**src/rtl/mem_arbiter_if.sv**
```systemverilog
`default_nettype none
// ----------------------------------------------------------------------------
//  mem_arbiter_if
//  Bundles the two requester ports (C and D), the RAM-side bus and the owner
//  flag shared by mem_arbiter and whatever sits around it.
//  Revision: 1.0 - initial release
// ----------------------------------------------------------------------------
interface mem_arbiter_if #(
  parameter int AW = 16,
  parameter int DW = 8
);
  // Port C (CPU core)
  logic          c_req;
  logic          c_we;
  logic          c_lock;
  logic [AW-1:0] c_addr;
  logic [DW-1:0] c_wdata;
  logic          c_gnt;
  logic          c_rvalid;
  logic [DW-1:0] c_rdata;
  // Port D (loader / debug master)
  logic          d_req;
  logic          d_we;
  logic          d_lock;
  logic [AW-1:0] d_addr;
  logic [DW-1:0] d_wdata;
  logic          d_gnt;
  logic          d_rvalid;
  logic [DW-1:0] d_rdata;
  // RAM side
  logic          m_en;
  logic          m_we;
  logic [AW-1:0] m_addr;
  logic [DW-1:0] m_wdata;
  logic [DW-1:0] m_rdata;
  // Port of the most recent grant
  logic          owner;

  // Arbiter view
  modport slave (
    input  c_req, c_we, c_lock, c_addr, c_wdata,
    input  d_req, d_we, d_lock, d_addr, d_wdata,
    input  m_rdata,
    output c_gnt, c_rvalid, c_rdata,
    output d_gnt, d_rvalid, d_rdata,
    output m_en, m_we, m_addr, m_wdata,
    output owner
  );

  // Requesters plus RAM view
  modport master (
    output c_req, c_we, c_lock, c_addr, c_wdata,
    output d_req, d_we, d_lock, d_addr, d_wdata,
    output m_rdata,
    input  c_gnt, c_rvalid, c_rdata,
    input  d_gnt, d_rvalid, d_rdata,
    input  m_en, m_we, m_addr, m_wdata,
    input  owner
  );
endinterface
`default_nettype wire

```
**src/rtl/mem_arbiter.sv**
```systemverilog
`default_nettype none
// ----------------------------------------------------------------------------
//  mem_arbiter
//  Two-port round-robin arbiter with bounded lock in front of a synchronous
//  single-port RAM (1-cycle read latency). One access issued per clock.
//  Revision: 1.0 - initial release
// ----------------------------------------------------------------------------
module mem_arbiter #(
  parameter int AW       = 16,
  parameter int DW       = 8,
  parameter int MAX_LOCK = 4
) (
  input  wire logic       clk,
  input  wire logic       rst,   // asynchronous, active-low
  mem_arbiter_if.slave    bus
);

  typedef enum logic [1:0] {
    S_IDLE  = 2'd0,
    S_OWN_C = 2'd1,
    S_OWN_D = 2'd2
  } state_t;

  localparam int                  c_cnt_w    = $clog2(MAX_LOCK + 1);
  localparam logic [c_cnt_w-1:0]  c_max_lock = c_cnt_w'(MAX_LOCK);

  state_t             r_state;
  state_t             w_state_nxt;
  logic               r_last_d;     // 1 when D received the most recent grant
  logic               r_lock_q;     // lock request captured with the last grant
  logic [c_cnt_w-1:0] r_lock_cnt;   // locked re-grants while the other port waits
  logic               r_owner;

  logic               r_m_en;
  logic               r_m_we;
  logic [AW-1:0]      r_m_addr;
  logic [DW-1:0]      r_m_wdata;

  logic               r_rv_c;
  logic               r_rv_d;

  logic               w_gnt_c;
  logic               w_gnt_d;
  logic               w_gnt_any;
  logic               w_regrant;

  // Grant decision and next state from requests, lock and registered ownership.
  // Grants are held low while reset is asserted so all outputs drop at once.
  always_comb begin
    w_gnt_c     = 1'b0;
    w_gnt_d     = 1'b0;
    w_regrant   = 1'b0;
    w_state_nxt = S_IDLE;
    if (rst) begin
      if (bus.c_req && bus.d_req) begin
        if (r_state == S_OWN_C && r_lock_q && r_lock_cnt < c_max_lock) begin
          w_gnt_c   = 1'b1;
          w_regrant = 1'b1;
        end else if (r_state == S_OWN_D && r_lock_q && r_lock_cnt < c_max_lock) begin
          w_gnt_d   = 1'b1;
          w_regrant = 1'b1;
        end else if (r_last_d) begin
          w_gnt_c = 1'b1;
        end else begin
          w_gnt_d = 1'b1;
        end
      end else if (bus.c_req) begin
        w_gnt_c = 1'b1;
      end else if (bus.d_req) begin
        w_gnt_d = 1'b1;
      end
    end
    if (w_gnt_c) begin
      w_state_nxt = S_OWN_C;
    end else if (w_gnt_d) begin
      w_state_nxt = S_OWN_D;
    end
  end

  assign w_gnt_any = w_gnt_c | w_gnt_d;

  // Ownership state, round-robin pointer, lock capture and lock counter.
  // The counter only advances on a locked re-grant under contention; any
  // other grant (handover or uncontested) and idle cycles clear it.
  always_ff @(posedge clk or negedge rst) begin
    if (!rst) begin
      r_state    <= S_IDLE;
      r_last_d   <= 1'b1;
      r_lock_q   <= 1'b0;
      r_lock_cnt <= '0;
      r_owner    <= 1'b0;
    end else begin
      r_state    <= w_state_nxt;
      r_lock_cnt <= w_regrant ? r_lock_cnt + c_cnt_w'(1) : '0;
      if (w_gnt_any) begin
        r_last_d <= w_gnt_d;
        r_owner  <= w_gnt_d;
        r_lock_q <= w_gnt_c ? bus.c_lock : bus.d_lock;
      end else begin
        r_lock_q <= 1'b0;
      end
    end
  end

  // Issue stage: register the granted port's access onto the RAM bus.
  always_ff @(posedge clk or negedge rst) begin
    if (!rst) begin
      r_m_en    <= 1'b0;
      r_m_we    <= 1'b0;
      r_m_addr  <= '0;
      r_m_wdata <= '0;
    end else begin
      r_m_en <= w_gnt_any;
      r_m_we <= w_gnt_any & (w_gnt_c ? bus.c_we : bus.d_we);
      if (w_gnt_any) begin
        r_m_addr  <= w_gnt_c ? bus.c_addr  : bus.d_addr;
        r_m_wdata <= w_gnt_c ? bus.c_wdata : bus.d_wdata;
      end
    end
  end

  // Return stage: a read issued last cycle comes back to the port that owns
  // the issue slot (owner was updated together with the issue registers).
  always_ff @(posedge clk or negedge rst) begin
    if (!rst) begin
      r_rv_c <= 1'b0;
      r_rv_d <= 1'b0;
    end else begin
      r_rv_c <= r_m_en & ~r_m_we & ~r_owner;
      r_rv_d <= r_m_en & ~r_m_we &  r_owner;
    end
  end

  assign bus.c_gnt    = w_gnt_c;
  assign bus.d_gnt    = w_gnt_d;
  assign bus.m_en     = r_m_en;
  assign bus.m_we     = r_m_we;
  assign bus.m_addr   = r_m_addr;
  assign bus.m_wdata  = r_m_wdata;
  assign bus.owner    = r_owner;
  assign bus.c_rvalid = r_rv_c;
  assign bus.d_rvalid = r_rv_d;
  assign bus.c_rdata  = r_rv_c ? bus.m_rdata : '0;
  assign bus.d_rdata  = r_rv_d ? bus.m_rdata : '0;

endmodule
`default_nettype wire

```
**src/flat_wrapper.sv**
```systemverilog
// flat-port wrapper written by rule: the top's interface ports become plain ports
module mem_arbiter_flat 
#(
  parameter int AW       = 16,
  parameter int DW       = 8,
  parameter int MAX_LOCK = 4
)
  (clk, rst, bus_c_req, bus_c_we, bus_c_lock, bus_c_addr, bus_c_wdata, bus_d_req, bus_d_we, bus_d_lock, bus_d_addr, bus_d_wdata, bus_m_rdata, bus_c_gnt, bus_c_rvalid, bus_c_rdata, bus_d_gnt, bus_d_rvalid, bus_d_rdata, bus_m_en, bus_m_we, bus_m_addr, bus_m_wdata, bus_owner);
  mem_arbiter_if #(.AW(AW), .DW(DW)) bus_i ();
  input  wire logic clk;
  input  wire logic rst;
  input wire logic [$bits(bus_i.c_req)-1:0] bus_c_req;
  input wire logic [$bits(bus_i.c_we)-1:0] bus_c_we;
  input wire logic [$bits(bus_i.c_lock)-1:0] bus_c_lock;
  input wire logic [$bits(bus_i.c_addr)-1:0] bus_c_addr;
  input wire logic [$bits(bus_i.c_wdata)-1:0] bus_c_wdata;
  input wire logic [$bits(bus_i.d_req)-1:0] bus_d_req;
  input wire logic [$bits(bus_i.d_we)-1:0] bus_d_we;
  input wire logic [$bits(bus_i.d_lock)-1:0] bus_d_lock;
  input wire logic [$bits(bus_i.d_addr)-1:0] bus_d_addr;
  input wire logic [$bits(bus_i.d_wdata)-1:0] bus_d_wdata;
  input wire logic [$bits(bus_i.m_rdata)-1:0] bus_m_rdata;
  output wire logic [$bits(bus_i.c_gnt)-1:0] bus_c_gnt;
  output wire logic [$bits(bus_i.c_rvalid)-1:0] bus_c_rvalid;
  output wire logic [$bits(bus_i.c_rdata)-1:0] bus_c_rdata;
  output wire logic [$bits(bus_i.d_gnt)-1:0] bus_d_gnt;
  output wire logic [$bits(bus_i.d_rvalid)-1:0] bus_d_rvalid;
  output wire logic [$bits(bus_i.d_rdata)-1:0] bus_d_rdata;
  output wire logic [$bits(bus_i.m_en)-1:0] bus_m_en;
  output wire logic [$bits(bus_i.m_we)-1:0] bus_m_we;
  output wire logic [$bits(bus_i.m_addr)-1:0] bus_m_addr;
  output wire logic [$bits(bus_i.m_wdata)-1:0] bus_m_wdata;
  output wire logic [$bits(bus_i.owner)-1:0] bus_owner;
  assign bus_i.c_req = bus_c_req;
  assign bus_i.c_we = bus_c_we;
  assign bus_i.c_lock = bus_c_lock;
  assign bus_i.c_addr = bus_c_addr;
  assign bus_i.c_wdata = bus_c_wdata;
  assign bus_i.d_req = bus_d_req;
  assign bus_i.d_we = bus_d_we;
  assign bus_i.d_lock = bus_d_lock;
  assign bus_i.d_addr = bus_d_addr;
  assign bus_i.d_wdata = bus_d_wdata;
  assign bus_i.m_rdata = bus_m_rdata;
  assign bus_c_gnt = bus_i.c_gnt;
  assign bus_c_rvalid = bus_i.c_rvalid;
  assign bus_c_rdata = bus_i.c_rdata;
  assign bus_d_gnt = bus_i.d_gnt;
  assign bus_d_rvalid = bus_i.d_rvalid;
  assign bus_d_rdata = bus_i.d_rdata;
  assign bus_m_en = bus_i.m_en;
  assign bus_m_we = bus_i.m_we;
  assign bus_m_addr = bus_i.m_addr;
  assign bus_m_wdata = bus_i.m_wdata;
  assign bus_owner = bus_i.owner;
  mem_arbiter #(.AW(AW), .DW(DW), .MAX_LOCK(MAX_LOCK)) u_core (.clk(clk), .rst(rst), .bus(bus_i));
endmodule
```
**config.mk**
```make
export PLATFORM = sky130hd
export DESIGN_NAME = mem_arbiter_flat
export DESIGN_NICKNAME = d
export VERILOG_FILES = /design/src/rtl/mem_arbiter_if.sv /design/src/rtl/mem_arbiter.sv /design/src/flat_wrapper.sv
export SDC_FILE = /design/constraint.sdc
export NUM_CORES = 1
export LEC_CHECK = 0
export CORE_ASPECT_RATIO = 1.5
export CORE_UTILIZATION = 38
export DETAILED_ROUTE_END_ITERATION = 16
export HOLD_SLACK_MARGIN = 0.06
export PLACE_DENSITY = 0.78
export REMOVE_ABC_BUFFERS = 1
export SETUP_SLACK_MARGIN = 0.2
export SLEW_MARGIN = 25
export SYNTH_ARGS = -nofsm -noshare
export SYNTH_HDL_FRONTEND = slang
export SYNTH_SLANG_ARGS = --single-unit
```
**constraint.sdc**
```tcl
create_clock -name clk -period 2.2 [get_ports clk]
set_clock_uncertainty 0.1 [all_clocks]
set_input_delay 0.44 -clock clk [delete_from_list [all_inputs] [get_ports clk]]
set_output_delay 0.44 -clock clk [all_outputs]
set_load 0.1 [all_outputs]
```
== Word level (Yosys, flattened, before mapping) ==
Cells that the tools add are included.

* Input port bits: 64
* Memories: 0
* ROM bits: 0
* Bits in writable memories: 0
* Output and inout bits: 47
* Bits in latches: 0
* Register bits after elaboration: 36

* Order comparisons: 1
* Divide/modulo/power cells: 0
* Bitwise logic cells: 7
* Multipliers: 0
* Add/sub/neg operators: 1
* Reduce and logical (&&, ||, !) cells: 5
* Mux-type cells: 27
* Shift operators: 0
* Equal/unequal tests: 2

{| class="wikitable"
|+ Operators with widths
! operator !! count
|-
| two-way mux 8 bit || 3
|-
| two-way mux 1 bit || 20
|-
| two-way mux 16 bit || 1
|-
| logical AND 1 bit || 5
|-
| bitwise AND 1 bit || 4
|-
| two-way mux 2 bit || 2
|-
| adder 3 x 1 -> 3 bit, second input constant || 1
|-
| less-than comparator 3 bit, second input constant || 1
|-
| two-way mux 3 bit || 1
|-
| == test 2 x 1 -> 1 bit, second input constant || 1
|-
| == test 2 bit, second input constant || 1
|-
| inverter 1 bit || 2
|-
| bitwise OR 1 bit || 1
|}

== Logic depth before layout (Yosys ltp) ==
* Word-level depth: 9
* Gate-level depth with buffers: 7
* Gate-level depth less buffers: 4

== Worst setup path after synthesis ==
Ideal clock, no wire load.

* Path type: register to output
* Start: reg u_core.r_lock_cnt[2]
* End: out bus_d_gnt
* Path slack: -0.570 ns
* Arrival: 2.230 ns
* Stages on the path, launching flop included: 5
* Data required time: 1.660 ns
* Cell sequence: dfrtp_1 > nand3b_1 > a21oi_1 > nor2_1 > a21oi_1

* Longest elaborated chain between the ends: 6
* Elaborated cells between the ends (all ways): 7
* Those cells by class: order compare (1); mux (4); reduce/logical (2)

{| class="wikitable"
|+ RTL lines
! element !! RTL line !! RTL
|-
| start: declaration || mem_arbiter.sv:31 || <nowiki>logic [c_cnt_w-1:0] r_lock_cnt;</nowiki>
|-
| start signal: assignment || mem_arbiter.sv:94 || <nowiki>r_lock_cnt <= w_regrant ? r_lock_cnt + c_cnt_w'(1) : '0;</nowiki>
|-
| less-than comparator 3 bit (*) || mem_arbiter.sv:56, mem_arbiter.sv:59 ||
|-
| logical AND 1 bit || mem_arbiter.sv:59 || <nowiki>end else if (r_state == S_OWN_D && r_lock_q && r_lock_cnt < c_max_lock) begin</nowiki>
|-
| two-way mux 1 bit || mem_arbiter.sv:59 ||
|-
| two-way mux 1 bit (*) || mem_arbiter.sv:56 || <nowiki>if (r_state == S_OWN_C && r_lock_q && r_lock_cnt < c_max_lock) begin</nowiki>
|-
| two-way mux 1 bit (*) || mem_arbiter.sv:55 || <nowiki>if (bus.c_req && bus.d_req) begin</nowiki>
|-
| two-way mux 1 bit (*) || mem_arbiter.sv:54 || <nowiki>if (rst) begin</nowiki>
|-
| end: declaration || flat_wrapper.sv:26 || <nowiki>output wire logic [$bits(bus_i.d_gnt)-1:0] bus_d_gnt;</nowiki>
|}

Every way passes the cells marked *; elsewhere a longest branch is shown, timed or not.

== Final worst setup path ==
* Start: in bus_d_req
* End: out bus_c_gnt

* Longest elaborated chain between the ends: 3

{| class="wikitable"
|+ RTL lines
! element !! RTL line !! RTL
|-
| start: declaration || flat_wrapper.sv:17 || <nowiki>input wire logic [$bits(bus_i.d_req)-1:0] bus_d_req;</nowiki>
|-
| logical AND 1 bit || mem_arbiter.sv:55 ||
|-
| two-way mux 1 bit || mem_arbiter.sv:55 ||
|-
| two-way mux 1 bit || mem_arbiter.sv:54 ||
|-
| end: declaration || flat_wrapper.sv:23 || <nowiki>output wire logic [$bits(bus_i.c_gnt)-1:0] bus_c_gnt;</nowiki>
|}

No other way between the ends.

==> flow_summary_export.csv <==
group,metric,value,unit
worst_setup_path,crit_chain,"dlygate4sd2_1 -> and3b_2 -> a211oi_4 -> and2_4 -> buf_12",
logic_synthesis,ys_warn_count,0,
worst_setup_path,worst-setup-path-type,"in -> out",
cells_and_area,nFillCells,357,
cells_and_area,drive_gt1_share,29.4,%
worst_setup_path,rrSetupSlack,410,ps
sta,hold_viol_final,0,
die,die_w,59.3,µm
sta,grt_setup_unrepaired,"yes",
worst_setup_path,path_buf_inv,2,
grt,gr-total-overflow,0,
drt,routed.top_layer,"met4",
logic_synthesis,synth_top_cells_by_count,"nand2_1, dfrtp_1, nand3_1",
logic_synthesis,synth.distinct_cells,27,
die,initial_core_util,40.5,%
worst_setup_path,endpoint_kind,"output pin",
die,die_area,5220,µm²
die,fp.dieH,88.0,µm
drt,routed-via-count,1902,
logic_synthesis,netlist_area,1870,µm²
clocking,root_buffer,"clkbuf_8",
power,pwr_density_cell,824,nW/µm²
logic_synthesis,synth_seq_area_share,48.2,%
worst_setup_path,cp-start-kind,"primary input",
worst_setup_path,cp_data_arrival_time,1590,ps
place,dp_hpwl,4060,µm
power,p_leak,0.00146,µW
logic_synthesis,ys_seq_elements,36,
place,io_buffers,110,
drt,met3_length,365,µm
place,dp_slack,-123,ps
grt,grt_pass1_vias,1889,
sta,fmax,0.470,GHz
sta,maxSlewViolCount,0,
grt,antenna_found_initial,0,
logic_synthesis,synth_edf_count,0,
drt,wl_met1,2030,µm
drt,detail-route-antenna-nets,0,
cells_and_area,nNetsFinal,381,
logic_synthesis,avgSynthCellArea,9.41,µm²
clocking,clk-insertion-delay-late,290,ps
drt,post_drt_wl_per_cell,14.2,µm
die,rows,30,
sta,final-setup-viol-count,0,
clocking,cts_buffer_depth,2,
place,gp_congestion,0.778,
grt,grt_pass1_wl,8850,µm
worst_hold_path,hold_class,"in -> async",
logic_synthesis,post-synth-top-count-cell,"nand2_1",
sta,whs,134,ps
logic_synthesis,synthArstFlopShare,100,%
power,ir_drop,0.000524,V
logic_synthesis,netlist_instances,199,
worst_setup_path,worstPathRequired,1660,ps
die,pin_count,111,
worst_setup_path,crit_family,"simple AND/OR/NAND/NOR gates",
clocking,h-tree-depth,2,
drt,drc,0,
drt,drtIter0Drc,41,
grt,grt_max_degree,34,
sta,layout_setup_ws,70.3,ps
cells_and_area,antenna_cells,0,
grt,grtUsageTotal,22.3,%
logic_synthesis,ys_top_cells_by_area,"dfrtp_1, o211ai_2, nand2_1",
die,core_area,4620,µm²
worst_setup_path,slowest_delay,290,ps
drt,via_per_inst,5.01,
run,cap_violations,0,
drt,routed_wl,5390,µm
sta,post-route-min-period,2130,ps
worst_setup_path,slowest_stage,"dlygate4sd2_1",
worst_setup_path,critPathMaxFanout,5,
clocking,cts_tree,"done",
outcome,status,"finished clean",
clocking,cts_buffers,5,
drt,wl_met2,2910,µm
clocking,clk_pin_slew,70,ps
logic_synthesis,yosys.area.top_type,"dfrtp_1",
sta,worst_pin_slew,407,ps
logic_synthesis,synth_top_area_share,46.8,%
drt,first_pass_iters,4,
logic_synthesis,synth_flop_cell,"dfrtp_1",
cells_and_area,syn_to_final_growth,75.4,%
sta,relSlewSlack,72.8,%
clocking,cts_sinks,36,
sta,fin_crit_sh,96.8,%
==> area by class of cell <==
| type | count | area (µm²) | share of cell area, % |
|---|---|---|---|
| clock buffers | 6 | 72.6 | 2.21 |
| clock inverters | 1 | 5.00 | 0.152 |
| inverters | 2 | 7.51 | 0.229 |
| multi-input cells | 148 | 911 | 27.7 |
| flip-flops and latches | 36 | 902 | 27.5 |
| well taps | 64 | 80.1 | 2.44 |
| repair buffers | 123 | 1310 | 39.7 |
==> state kept, by name, summed over array words and instances (netlist names) <==
| register | count |
|---|---|
| u_core.bus.c_rvalid | 1 |
| u_core.r_lock_cnt | 3 |
| u_core.r_lock_q | 1 |
| u_core.bus.m_we | 1 |
| u_core.r_last_d | 1 |
| u_core.bus.m_addr | 16 |
| u_core.bus.m_wdata | 8 |
| u_core.r_state | 2 |
| u_core.bus.m_en | 1 |
| u_core.bus.owner | 1 |
| u_core.bus.d_rvalid | 1 |
==> worst paths after layout <==
kind	startpoint	endpoint	cells past startpoint
max	bus_d_req	bus_c_gnt	5
min	rst	u_core.bus.owner$_DFFE_PN0P_	2
max reg2reg	u_core.r_last_d$_DFFE_PN1P_	u_core.bus.m_addr[0]$_DFFE_PN0P_	5
min reg2reg	u_core.r_lock_cnt[0]$_DFF_PN0_	u_core.r_lock_cnt[0]$_DFF_PN0_	1
max in group asynchronous	rst	u_core.bus.m_addr[10]$_DFFE_PN0P_	3
min in group clk	u_core.r_lock_cnt[0]$_DFF_PN0_	u_core.r_lock_cnt[0]$_DFF_PN0_	1
==> cell usage in the layout (no fill, tap or decap), types with 2 or more instances in the layout <==
master,synthesis,final
a21oi_1,5,3
a21oi_2,0,2
and2_1,16,16
buf_12,0,18
buf_4,0,41
clkbuf_8,0,5
clkdlybuf4s50_1,0,60
dfrtp_1,35,35
nand2_1,52,51
nand3_1,26,26
nor2_1,7,6
nor3b_1,3,2
o211ai_1,8,8
o211ai_2,16,16
o21ai_1,3,2
==> timing repair <==
item,CTS,global route
endpoints found under the hold margin,8,0
setup endpoints to repair,4,2
setup buffers,1,0
pin swaps,5,1
resized for setup,6,2
hold buffers,1,0
==> per-stage QoR <==
| step | area, µm² | power (µW) | TNS, ps | utilization [%] | instances |
|---|---|---|---|---|---|
| global route | 3280 | 2820 | 0 | 71.1 | 380 |
| finish | 3280 | 2710 | 0 | 71.1 | 380 |
| CTS | 3280 | 2730 | 0 | 70.9 | 380 |
| detailed placement | 3170 | 2280 | -1530 | 68.6 | 371 |
| floorplan | 1800 | 1820 | -7120 | - | 186 |
| global placement | 3170 | 2260 | -288 | 68.6 | 371 |
==> logic make-up after synthesis <==
family	after synthesis	synth area share, %
AND/OR/NAND/NOR	111	28.3
flip-flops	36	48.2
AO/OA/AOI/OAI	34	17.6
buffers and inverters	15	4.34
XOR/XNOR	2	0.936
adder cells (fa/ha/maj)	1	0.668
==> metal layers <==
metal | track usage (%) | up-vias
met1 | 26.5 | 902
met4 | 6.93 | 0
met2 | 39.0 | 80
li1 | - | 912
met3 | 5.17 | 8
met5 | 0 | -
==> where the power goes <==
part | total, µW | switching (µW) | internal (µW)
combinational | 1440 | 1040 | 400
clock | 438 | 223 | 215
sequential | 830 | 70.3 | 760
Power figures use the tool's default switching activity.
